File: src/rtl/arith_pkg.sv
// Shared arithmetic-unit definitions: default datapath width, per-bit
// generate/propagate pair and a constant-foldable ceil(log2) helper.
package arith_pkg;

    localparam int unsigned DEFAULT_WIDTH = 16;

    typedef struct packed {
        logic g;
        logic p;
    } pg_t;

    function automatic int unsigned clog2(input int unsigned value);
        int unsigned r;
        r = 0;
        for (int unsigned i = 0; i < 32; i++) begin
            if ((64'd1 << i) < 64'(value)) begin
                r = i + 1;
            end
        end
        return r;
    endfunction

endpackage

File: src/rtl/prefix_level.sv
// One Kogge-Stone prefix level: combines each (G, P) pair with the pair DIST
// bits below it; bits below DIST pass through unchanged.
module prefix_level
    import arith_pkg::*;
#(
    parameter int unsigned WIDTH = DEFAULT_WIDTH,
    parameter int unsigned DIST  = 1
) (
    input  pg_t [WIDTH-1:0] pg_i,
    output pg_t [WIDTH-1:0] pg_o
);

    always_comb begin
        pg_o = pg_i;
        for (int unsigned i = DIST; i < WIDTH; i++) begin
            pg_o[i].g = pg_i[i].g | (pg_i[i].p & pg_i[i-DIST].g);
            pg_o[i].p = pg_i[i].p & pg_i[i-DIST].p;
        end
    end

endmodule

File: src/rtl/prefix_adder_pipe.sv
// Pipelined Kogge-Stone adder/subtractor: pg front end, one registered stage
// per prefix level, registered sum stage; a single global stall freezes all.
module prefix_adder_pipe
    import arith_pkg::*;
#(
    parameter int unsigned WIDTH = DEFAULT_WIDTH
) (
    input  logic             clk,
    input  logic             rst,
    input  logic             in_valid,
    output logic             in_ready,
    input  logic [WIDTH-1:0] a,
    input  logic [WIDTH-1:0] b,
    input  logic             cin,
    input  logic             sub,
    output logic             out_valid,
    input  logic             out_ready,
    output logic [WIDTH-1:0] sum,
    output logic             cout,
    output logic             ovf
);

    localparam int unsigned LEVELS = clog2(WIDTH);

    logic stall;

    logic [WIDTH-1:0] bb;
    logic [WIDTH-1:0] t0_d;
    logic             c0_d;
    pg_t  [WIDTH-1:0] pg0_d;

    logic [LEVELS:0]  v_q;
    logic [LEVELS:0]  c0_q;
    logic [WIDTH-1:0] t_q   [0:LEVELS];
    pg_t  [WIDTH-1:0] pg_q  [0:LEVELS];
    pg_t  [WIDTH-1:0] lvl_d [1:LEVELS];

    logic [WIDTH-1:0] carry;
    logic [WIDTH-1:0] sum_d;
    logic             cout_d;
    logic             ovf_d;

    logic             out_valid_q;
    logic [WIDTH-1:0] sum_q;
    logic             cout_q;
    logic             ovf_q;

    assign stall    = out_valid_q & ~out_ready;
    assign in_ready = ~stall;

    // Carry-in is folded into bit 0's generate so the prefix tree needs no extra column.
    always_comb begin
        bb   = sub ? ~b : b;
        c0_d = sub | cin;
        t0_d = a ^ bb;
        for (int unsigned i = 0; i < WIDTH; i++) begin
            pg0_d[i].g = a[i] & bb[i];
            pg0_d[i].p = a[i] | bb[i];
        end
        pg0_d[0].g = pg0_d[0].g | (pg0_d[0].p & c0_d);
    end

    for (genvar k = 1; k <= int'(LEVELS); k++) begin : g_level
        prefix_level #(
            .WIDTH (WIDTH),
            .DIST  (1 << (k - 1))
        ) u_level (
            .pg_i (pg_q[k-1]),
            .pg_o (lvl_d[k])
        );
    end

    always_ff @(posedge clk) begin
        if (rst) begin
            v_q <= '0;
        end else if (!stall) begin
            v_q <= {v_q[LEVELS-1:0], in_valid};
        end
    end

    always_ff @(posedge clk) begin
        if (!stall) begin
            pg_q[0] <= pg0_d;
            t_q[0]  <= t0_d;
            c0_q    <= {c0_q[LEVELS-1:0], c0_d};
            for (int unsigned k = 1; k <= LEVELS; k++) begin
                pg_q[k] <= lvl_d[k];
                t_q[k]  <= t_q[k-1];
            end
        end
    end

    // After the last level G[i] is the carry out of bit i, including carry-in.
    always_comb begin
        carry[0] = c0_q[LEVELS];
        for (int unsigned i = 1; i < WIDTH; i++) begin
            carry[i] = pg_q[LEVELS][i-1].g;
        end
        sum_d  = t_q[LEVELS] ^ carry;
        cout_d = pg_q[LEVELS][WIDTH-1].g;
        ovf_d  = carry[WIDTH-1] ^ cout_d;
    end

    always_ff @(posedge clk) begin
        if (rst) begin
            out_valid_q <= 1'b0;
            sum_q       <= '0;
            cout_q      <= 1'b0;
            ovf_q       <= 1'b0;
        end else if (!stall) begin
            out_valid_q <= v_q[LEVELS];
            if (v_q[LEVELS]) begin
                sum_q  <= sum_d;
                cout_q <= cout_d;
                ovf_q  <= ovf_d;
            end
        end
    end

    assign out_valid = out_valid_q;
    assign sum       = sum_q;
    assign cout      = cout_q;
    assign ovf       = ovf_q;

endmodule

File: config.mk
export PLATFORM = sky130hd
export DESIGN_NAME = prefix_adder_pipe
export DESIGN_NICKNAME = d
export VERILOG_FILES = /design/src/rtl/arith_pkg.sv /design/src/rtl/prefix_level.sv /design/src/rtl/prefix_adder_pipe.sv
export SDC_FILE = /design/constraint.sdc
export NUM_CORES = 1
export LEC_CHECK = 0
export CORE_MARGIN = 5
export CORE_UTILIZATION = 50
export CTS_BUF_LIST = sky130_fd_sc_hd__clkbuf_8
export CTS_CLUSTER_SIZE = 10
export DETAILED_ROUTE_END_ITERATION = 8
export GPL_TIMING_DRIVEN = 0
export HOLD_SLACK_MARGIN = 0.12
export PLACE_DENSITY = 0.68
export SLEW_MARGIN = 40
export SYNTH_ARGS = -nofsm -noshare
export SYNTH_HDL_FRONTEND = slang
export SYNTH_SLANG_ARGS = --single-unit
File: constraint.sdc
create_clock -name clk -period 2.25 [get_ports clk]
set_clock_uncertainty 0.2 [all_clocks]
set_input_delay 0.3375 -clock clk [delete_from_list [all_inputs] [get_ports clk]]
set_output_delay 0.3375 -clock clk [all_outputs]
set_load 0.005 [all_outputs]
==> summary.txt <==
Setup path
  – Slowest cell delay on critical path: 320 ps
  – Worst EP arrival: 1570 ps
  – Most used cell, CP: buf_16
  – Kind of critical path: flip-flop to primary output
  – Type of origin of the critical path: flip-flop
  – CP endpoint kind: primary output
  – Cell Chain, Critical Path: nor2b_4 > buf_6 > inv_8 > buf_16 > buf_16 > clkdlybuf4s15_1
  – Worst-path fanout max: 15
  – Slowest-stage cell, CP: dfxtp_2
  – WP data required: 1710 ps

Place
  – DP HPWL: approximately 8000 um
  – Placed Area: 9832 um2
  – Routability cong.: ~0.76
  – Number of port buffers: 56
  – Inst Count DP: 787

Floorplanning
  – Die width: 143.4 um
  – DIE AREA: between 20000 and 25000 um2
  – Site Rows: 48
  – Chip height: 143.4 um
  – Initial Utilization: 51.30%
  – Core Box Area: 17360 um2
  – I/O pin count: 58

Drt
  – Final wirelength: 12850 um
  – Post-route DRC: 0
  – Vias per cell: around 4.7
  – First-pass iteration count of the detailed router: 4
  – Vias after detailed routing: 4053
  – WL/cell: 14.96 um
  – Initial DRC count: 245
  – Post-route ant nets: 0

Synth
  – Net count after synthesis: 573
  – Synth cell types: 24
  – Post-synthesis average cell area: 17.70 um2
  – Yosys Warn Count: 0
  – Synth Instances: roughly 500
  – Register area share after synthesis: approximately 78%
  – #FFs+latches synth: between 200 and 250
  – Synthesized cell area: 8904 um2

Final layout
  – Diodes inserted: 0
  – Commonest non-fill, non-tap cell in the layout: edfxtp_1
  – Most frequent cells in the layout: edfxtp_1, inv_1, clkdlybuf4s50_1, a21o_1, clkbuf_8
  – Proportion of layout cells with a drive suffix above 1: between 10% and 20%
  – Synthesis-to-layout area growth: 19.62%
  – Fillers: around 1300
  – Layout Cells excl Fill: 859
  – Final Cell Area: approximately 11000 um2
  – Final #Nets: 680

Clock tree
  – Skew-Pair Late Insertion Delay: 500 ps
  – CTS root buffer: clkbuf_8
  – TritonCTS buffer count: 38
  – CTS tree: yes
  – CTS HTree Levels: 2
  – Clock Pin Slew Worst Setup and Hold Paths: roughly 60 ps
  – Clock Path Buffers: 3
  – CTS sink count: ~240

Global route
  – Initial antenna violation count: 0
  – Largest net degree at the start of global routing: 58
  – Vias in the first global route: 4351
  – First-pass GRT wire length: 21530 um
  – Gr usage total: between 10% and 20%
  – GRT overflow: 0

STA
  – RSZ-0062 raised after global routing: no
  – Final Hold Vio Count: 0
  – Max-slew violations: 0
  – Relative slew slack: about two thirds
  – Setup violations, final: 0
  – Final Critical Period: 2112 ps
  – Max Fclk: 473.5 MHz
  – Worst hold margin: roughly 200 ps
  – Worst Max-Slew Pin Slew: 502.7 ps
  – Final Cycle Share: 93.87%

Power and ir drop
  – Worst VDD drop: 0.3720 mV
  – PwrDens: just under 900 nW/um2
  – Leak Pwr: about 0.0043 uW

Job
  – Max Cap Viol: 0

Min path
  – Worst hold path type: input pin to flip-flop

Status
  – Outcome: complete, no violations
[where the power goes]
| part | total [uW] | internal, uW | switching, uW |
|---|---|---|---|
| clock | 3070 | 1590 | 1480 |
| combinational | 529 | 316 | 213 |
| sequential | 5770 | 5510 | 261 |
| total | 9370 | 7420 | 1950 |
[cell usage after synthesis]
cell        n  area, um2
nor2_4      1      11.26
a21o_1     50      375.4
buf_2       1      5.000
nor2b_4     1      13.76
a211oi_1    5      37.54
o21ai_0     1      5.000
edfxtp_1  214       6426
and2_1     34      212.7
inv_8       1      11.26
buf_4       4      30.03
a21oi_2    12      105.1
nand3_1     1      5.000
a211oi_2   12      150.1
or2_2       1      6.260
xnor2_1    31      271.5
buf_12      1      20.02
a21oi_1    12      60.06
clkbuf_1    1      3.750
buf_6       3      33.78
nand2_1    10      37.54
xor2_1      2      17.52
ha_1       32      400.4
dfxtp_1    24      480.5
inv_1      49      183.9
[cells by family after synthesis]
| group | after synthesis | synth area share (%) |
|---|---|---|
| AO/OA/AOI/OAI | 92 | 8.235 |
| XOR/XNOR | 33 | 3.246 |
| adder cells (fa/ha/maj) | 32 | 4.497 |
| flip-flops | 238 | 77.57 |
| AND/OR/NAND/NOR | 48 | 3.218 |
| buffers and inverters | 60 | 3.232 |
[cell type report]
cell class                 count  area, um2  share of cell area (%)
inverter                      50      195.2                   1.833
sequential                   238       6908                   64.86
timing repair buffer          67      810.8                   7.613
clock inverter                25      100.1                  0.9399
clock buffer                  39      536.8                   5.040
buffer                        10      108.9                   1.022
multi-input combinational    205       1709                   16.05
tap                          225      281.5                   2.643
[repair_timing]
item / CTS / global route
hold buffers: 1 / 0
buffers inserted: 3 / 0
endpoints found under the hold margin: 1 / 0
cloned: 5 / 0
resized for setup: 3 / 2
setup endpoints to repair: 1 / 1
[critical path, delay by kind of cell (launching register included)]
family / cells / cell delay [ps]
AND/OR/NAND/NOR: 1 / 130
flip-flops: 1 / 320
buffers and inverters: 5 / 610
[through the flow]
step,setup WS (ps),power [uW],utilization (%),TNS [ps]
floorplan,136.5,6110,-,0
global placement,-1261,6352,56.17,-137210
detailed placement,-1006,6386,56.65,-38230
CTS,11.52,9485,61.35,0
global route,57.95,9837,61.36,0
finish,138.0,9370,61.36,0
[routing by layer]
layer  up-vias  routed length (um)  global-route usage, %
met2        90                6364                  21.73
li1       2036                   -                      -
met4         0                 249                  5.401
met3        19                 617                  3.361
met1      1908                5619                  17.26
met5         -                   0                      0
[flip-flops by register name, summed over array words and instances (netlist names)]
signal,count
t_q,80
ovf,1
out_valid,1
v_q,5
pg_q,129
cout,1
c0_q,5
sum,16
[path summary, 6_finish.rpt]
check / start / end / slack (ps) / cells after the start
hold / removal: in_valid / v_q[0] / 200 / 3
hold reg to reg: t_q[0][7] / t_q[0][23] / 220 / 0
setup reg to reg: out_valid / c0_q[4] / 270 / 6
setup / recovery: out_valid / in_ready / 140 / 6
(Power assumes the default switching activity.)
